## src/rtl/decoder_fetch_seq.sv

```systemverilog
// 6502 instruction decoder with 0-2 operand-byte fetch sequencer and registered valid/ready op output.
// Optional: define DECODER_ILLEGAL_TRAP_EN to halt byte intake after an illegal opcode until reset.
`ifndef REG_WIDTH
`define REG_WIDTH 8
`endif
`ifndef ADDR_WIDTH
`define ADDR_WIDTH 16
`endif
`ifndef OPP_WIDTH
`define OPP_WIDTH 5
`endif

module decoder_fetch_seq #(
    parameter int REG_WIDTH  = `REG_WIDTH,
    parameter int ADDR_WIDTH = `ADDR_WIDTH,
    parameter int OPP_WIDTH  = `OPP_WIDTH
) (
    input  logic                   clk,
    input  logic                   reset,
    input  logic [REG_WIDTH-1:0]   byte_in,
    input  logic [ADDR_WIDTH-1:0]  byte_addr,
    input  logic                   byte_valid,
    output logic                   byte_ready,
    output logic                   op_valid,
    input  logic                   op_ready,
    output logic [7:0]             opcode,
    output logic [OPP_WIDTH-1:0]   opp,
    output logic [3:0]             mode,
    output logic [2*REG_WIDTH-1:0] operand,
    output logic [1:0]             op_len,
    output logic [ADDR_WIDTH-1:0]  op_pc,
    output logic                   illegal
);
    typedef enum logic [1:0] {FETCH_OP, FETCH_LO, FETCH_HI, TRAP} state_t;
    typedef enum logic [3:0] {
        M_IMP = 4'd0, M_ACC = 4'd1, M_IMM = 4'd2, M_ZP = 4'd3, M_ZPX = 4'd4,
        M_ZPY = 4'd5, M_ABS = 4'd6, M_ABSX = 4'd7, M_ABSY = 4'd8, M_INDX = 4'd9,
        M_INDY = 4'd10, M_REL = 4'd11, M_IND = 4'd12
    } mode_t;

    state_t state, state_next;
    logic   xfer, load;

    logic [2:0] aaa, bbb;
    logic [1:0] cc;
    mode_t      dec_mode;
    logic       dec_ill;
    logic [1:0] dec_len;

    logic [7:0]            cur_opcode;
    logic [ADDR_WIDTH-1:0] cur_pc;
    mode_t                 cur_mode;
    logic [1:0]            cur_len;
    logic                  cur_ill;
    logic [REG_WIDTH-1:0]  cur_lo;

    logic [7:0]             ld_opcode;
    mode_t                  ld_mode;
    logic [1:0]             ld_len;
    logic [ADDR_WIDTH-1:0]  ld_pc;
    logic                   ld_ill;
    logic [2*REG_WIDTH-1:0] ld_operand;

    assign byte_ready = !reset && (state != TRAP) && (!op_valid || op_ready);
    assign xfer       = byte_valid && byte_ready;

    always_comb begin
        aaa      = byte_in[7:5];
        bbb      = byte_in[4:2];
        cc       = byte_in[1:0];
        dec_mode = M_IMP;
        dec_ill  = 1'b0;
        case (cc)
            2'b01: begin
                case (bbb)
                    3'd0: dec_mode = M_INDX;
                    3'd1: dec_mode = M_ZP;
                    3'd2: dec_mode = M_IMM;
                    3'd3: dec_mode = M_ABS;
                    3'd4: dec_mode = M_INDY;
                    3'd5: dec_mode = M_ZPX;
                    3'd6: dec_mode = M_ABSY;
                    default: dec_mode = M_ABSX;
                endcase
            end
            2'b10: begin
                case (bbb)
                    3'd0: if (aaa == 3'b101) dec_mode = M_IMM; else dec_ill = 1'b1;
                    3'd1: dec_mode = M_ZP;
                    3'd2: dec_mode = M_ACC;
                    3'd3: dec_mode = M_ABS;
                    3'd4: dec_ill = 1'b1;
                    3'd5: dec_mode = (aaa == 3'b100 || aaa == 3'b101) ? M_ZPY : M_ZPX;
                    3'd6: dec_mode = M_IMP;
                    default: dec_mode = (aaa == 3'b101) ? M_ABSY : M_ABSX;
                endcase
            end
            2'b00: begin
                case (bbb)
                    3'd0: begin
                        case (aaa)
                            3'b001:                dec_mode = M_ABS;
                            3'b100:                dec_ill  = 1'b1;
                            3'b101, 3'b110, 3'b111: dec_mode = M_IMM;
                            default:               dec_mode = M_IMP;
                        endcase
                    end
                    3'd1: dec_mode = M_ZP;
                    3'd2: dec_mode = M_IMP;
                    3'd3: dec_mode = (aaa == 3'b011) ? M_IND : M_ABS;
                    3'd4: dec_mode = M_REL;
                    3'd5: dec_mode = M_ZPX;
                    3'd6: dec_mode = M_IMP;
                    default: dec_mode = M_ABSX;
                endcase
            end
            default: dec_ill = 1'b1;
        endcase
        if (dec_ill) dec_mode = M_IMP;
        case (dec_mode)
            M_IMP, M_ACC:                dec_len = 2'd1;
            M_ABS, M_ABSX, M_ABSY, M_IND: dec_len = 2'd3;
            default:                     dec_len = 2'd2;
        endcase
    end

    always_ff @(posedge clk) begin
        if (reset) state <= FETCH_OP;
        else       state <= state_next;
    end

    // Output fields come straight from the decoder for 1-byte ops, otherwise from the latched opcode.
    always_comb begin
        state_next = state;
        load       = 1'b0;
        ld_opcode  = cur_opcode;
        ld_mode    = cur_mode;
        ld_len     = cur_len;
        ld_pc      = cur_pc;
        ld_ill     = cur_ill;
        ld_operand = '0;
        case (state)
            FETCH_OP: begin
                ld_opcode = byte_in[7:0];
                ld_mode   = dec_mode;
                ld_len    = dec_len;
                ld_pc     = byte_addr;
                ld_ill    = dec_ill;
                if (xfer) begin
                    if (dec_len != 2'd1) begin
                        state_next = FETCH_LO;
                    end else begin
                        load = 1'b1;
`ifdef DECODER_ILLEGAL_TRAP_EN
                        if (dec_ill) state_next = TRAP;
`endif
                    end
                end
            end
            FETCH_LO: begin
                ld_operand = {{REG_WIDTH{1'b0}}, byte_in};
                if (xfer) begin
                    if (cur_len == 2'd3) begin
                        state_next = FETCH_HI;
                    end else begin
                        load       = 1'b1;
                        state_next = FETCH_OP;
                    end
                end
            end
            FETCH_HI: begin
                ld_operand = {byte_in, cur_lo};
                if (xfer) begin
                    load       = 1'b1;
                    state_next = FETCH_OP;
                end
            end
            default: begin
`ifdef DECODER_ILLEGAL_TRAP_EN
                state_next = TRAP;
`else
                state_next = FETCH_OP;
`endif
            end
        endcase
    end

    always_ff @(posedge clk) begin
        if (reset) begin
            op_valid   <= 1'b0;
            opcode     <= '0;
            opp        <= '0;
            mode       <= '0;
            operand    <= '0;
            op_len     <= '0;
            op_pc      <= '0;
            illegal    <= 1'b0;
            cur_opcode <= '0;
            cur_pc     <= '0;
            cur_mode   <= M_IMP;
            cur_len    <= '0;
            cur_ill    <= 1'b0;
            cur_lo     <= '0;
        end else begin
            if (op_valid && op_ready) op_valid <= 1'b0;
            if (xfer && state == FETCH_OP) begin
                cur_opcode <= byte_in[7:0];
                cur_pc     <= byte_addr;
                cur_mode   <= dec_mode;
                cur_len    <= dec_len;
                cur_ill    <= dec_ill;
            end
            if (xfer && state == FETCH_LO) cur_lo <= byte_in;
            if (load) begin
                op_valid <= 1'b1;
                opcode   <= ld_opcode;
                opp      <= OPP_WIDTH'({ld_opcode[7:5], ld_opcode[1:0]});
                mode     <= ld_mode;
                operand  <= ld_operand;
                op_len   <= ld_len;
                op_pc    <= ld_pc;
                illegal  <= ld_ill;
            end
        end
    end
endmodule

```

## config.mk

```make
export PLATFORM = sky130hd
export DESIGN_NAME = decoder_fetch_seq
export DESIGN_NICKNAME = d
export VERILOG_FILES = /design/src/rtl/decoder_fetch_seq.sv
export SDC_FILE = /design/constraint.sdc
export NUM_CORES = 1
export LEC_CHECK = 0
export CORE_MARGIN = 4
export CORE_UTILIZATION = 45
export DETAILED_ROUTE_END_ITERATION = 16
export HOLD_SLACK_MARGIN = 0.12
export PLACE_DENSITY = 0.85
export SLEW_MARGIN = 20
export SYNTH_ARGS = -nofsm -noshare
export SYNTH_HDL_FRONTEND = slang
export SYNTH_SLANG_ARGS = --single-unit
export TNS_END_PERCENT = 100
```

## constraint.sdc

```tcl
create_clock -name clk -period 2.3 [get_ports clk]
set_clock_uncertainty 0.15 [all_clocks]
set_input_delay 0.23 -clock clk [delete_from_list [all_inputs] [get_ports clk]]
set_output_delay 0.23 -clock clk [all_outputs]
set_load 0.05 [all_outputs]
```

==> flow_summary.json <==
{
  "status": "completed",
  "route.vias.total": 3740,
  "clk_latency_ns": 0.35,
  "cts_made_buffers": 9,
  "cp_data_required_time_ns": 2.37,
  "power.total_w": 0.00390,
  "worst-path-max-fanout": 8,
  "root_buffer": "clkbuf_8",
  "port_buffers": 81,
  "cp_num_buf_inv": 3,
  "drc": 0,
  "nets": 604,
  "cts_sinks": 89,
  "irDropWorstVdd_mv": 0.351,
  "synth_top_cell_by_area": "dfxtp_1",
  "grt_overflow": 0,
  "hpwl_um": 7540,
  "grt_pass1_wl_um": 18100,
  "cts_tree": "done",
  "async_reset_ff_share_pct": 0,
  "crit_family": "buffers and inverters",
  "end_kind": "flop",
  "syn_area_um2": 4180,
  "die_y_um": 104,
  "io_pins": 82,
  "mostFrequentLayoutCells": "88 x dfxtp_1, 73 x clkdlybuf4s50_1, 64 x nor2_1, 61 x nand2_1, 46 x buf_4",
  "ant_nets": 0,
  "yosys_warnings": 0,
  "grt_max_degree": 52,
  "final_common_cell": "dfxtp_1",
  "clockBufferDepth": 2,
  "netlist_instances": 474,
  "power_density_nw_per_um2": 693,
  "arrival_ns": 2.24,
  "pwr-share-seq_pct": 43.4,
  "drtPass1Iterations": 4,
  "clkPwrFrac_pct": 28.2,
  "ys_ff_latch": 89,
  "rsz0062_at_grt": "false",
  "yosysSeqAreaShare_pct": 42.6,
  "drtIter0Drc": 272,
  "final_cells": 685,
  "antenna_cells": 0,
  "synth_nets": 506,
  "die_width_um": 104,
  "grt_antenna_before_repair": 0,
  "start_util_pct": 47.0,
  "cts_max_level": 3,
  "gp_congestion": 0.845,
  "area_growth_pct": 34.8,
  "syn_avg_cell_area_um2": 8.82,
  "via_per_inst": 5.46,
  "grt_pass1_vias": 3804,
  "min_period_ns": 2.17,
  "synthTopCellsByArea": "dfxtp_1 43%, mux2i_1 9.1%, a211oi_2 6.3%",
  "grtUsageTotal_pct": 19.8,
  "core_um2": 8890,
  "place_inst": 663,
  "finalSetupViolCount": 0,
  "p_leak_nw": 2.21,
  "synth_edf_count": 0,
  "worst_path_max_delay_cell": "clkdlybuf4s50_1",
  "wl_per_cell_um": 16.0,
  "cp_slowest_stage_delay_ns": 0.53,
  "p_int_w": 0.00262,
  "synth_flop_cell": "dfxtp_1",
  "crit_path_cell_trace": "clkdlybuf4s50_1, buf_4, nor4_1, a31oi_2, a31o_4, clkbuf_16, mux2i_1, nor2_1",
  "clk_pin_slew_ns": 0.09,
  "fmaxAchievable_mhz": 461,
  "drive_gt1_share_pct": 18.9,
  "tightestPinTransition_ns": 0.541,
  "rows": 34,
  "routed_wl_um": 11000,
  "swShare_pct": 32.9,
  "synth.distinct_cells": 53,
  "max-cap-violations": 0,
  "dieArea_um2": 10900,
  "period_share_pct": 94.4,
  "critPathKind": "in2reg",
  "slew-limit-headroom_pct": 63.9,
  "hold_class": "in2reg",
  "hold_viol": 0,
  "start_kind": "input port",
  "p_sw_w": 0.00128,
  "synth_top_cell_area_share_pct": 42.6,
  "slew_violations": 0,
  "combPwrFrac_pct": 28.4
}
[routing by layer]
layer | vias up | GRT usage [%] | wire [um]
li1 | 1836 | - | -
met1 | 1777 | 25.3 | 4820
met2 | 108 | 33.7 | 5420
met3 | 19 | 3.17 | 531
met4 | 0 | 6.84 | 184
met5 | - | 0 | 0
[per-stage QoR]
stage | hold slack [ns] | setup slack, ns | util, % | instance area [um2] | setup TNS, ns
6_report | 0.223 | 0.128 | 63.4 | 5630 | 0
5_1_grt | 0.248 | 0.0132 | 63.4 | 5630 | 0
4_1_cts | 0.295 | 0.0551 | 62.2 | 5530 | 0
3_5_place_dp | 0.296 | -0.442 | 59.9 | 5320 | -20.30
3_3_place_gp | 0.290 | -0.402 | 59.9 | 5320 | -18.60
2_1_floorplan | 0.216 | 0.0122 | - | 4210 | 0
[Yosys cell counts (3+ instances only)]
cell type and number:
clkbuf_1 25, a22o_1 8, a22oi_1 8, ha_1 4
nand4b_1 3, dfxtp_1 89, a211oi_2 21, nor2b_1 11
nand2_1 61, inv_1 8, mux2i_1 38, a21oi_1 41
buf_6 4, o21ai_0 4, buf_1 3, a211o_1 3
nand3_1 8, buf_4 7, nand2b_1 3, nor3_1 5
buf_2 8, nor2_1 65, o211ai_1 3, a211oi_1 9
[final timing paths]
check,start,end,slack [ns],cells past startpoint
worst max-delay path,byte_in[0],mode[1],0.13,8
worst min-delay path,byte_in[3],operand[11],0.22,3
worst max register to register,state[0],operand[14],0.15,8
worst min register to register,cur_pc[2],cur_pc[2],0.31,2
[flip-flops by register name, summed over array words and instances, names as in the netlist]
| signal | flops |
|---|---|
| opcode | 8 |
| illegal | 1 |
| cur_mode | 4 |
| op_len | 2 |
| mode | 4 |
| state | 2 |
| cur_ill | 1 |
| cur_lo | 8 |
| op_pc | 16 |
| cur_pc | 16 |
| operand | 16 |
| cur_opcode | 8 |
| op_valid | 1 |
| cur_len | 2 |
[kinds of logic after synthesis]
group / synth area share [%]
DFF: 42.6
muxes: 9.10
adders and majority gates: 1.20
AOI/OAI and AO/OA: 20.6
xor gates and xnor gates: 0.419
and+or+nand+nor: 19.1
buffers and inverters: 6.98
[worst register-to-register path: cells and delay by family, from the launching register on]
family | cells | cell delay [ns]
simple gates | 4 | 0.60
compound gates | 2 | 0.46
fa+ha+maj | 1 | 0.30
buf+inv | 1 | 0.18
flops | 1 | 0.36
[timing repair]
item | in CTS | in global routing
resized for setup | 3 | 8
hold endpoints to repair | 3 | 0
pin swaps | 0 | 4
hold buffers | 1 | 0
endpoints found under the setup margin | 47 | 46
buffers inserted | 0 | 2
cloned | 0 | 3
[layout make-up]
class	count	area, um2
multi-input cells	328	2160
inverters	9	33.8
fillers	731	3260
clock buffers	10	138
clock inverters	6	65.1
repair buffers	135	1320
flip-flops and latches	89	1790
well taps	108	135
[power groups by stage]
stage	registers [W]	clock network [W]	logic [W]
2_1_floorplan	0.00190	0	0.000550
3_3_place_gp	0.00172	0	0.00105
3_5_place_dp	0.00173	0	0.00108
4_1_cts	0.00169	0.00110	0.00108
5_1_grt	0.00170	0.00117	0.00119
6_report	0.00169	0.00110	0.00111
Note: power is estimated with default switching activity, not from simulation.
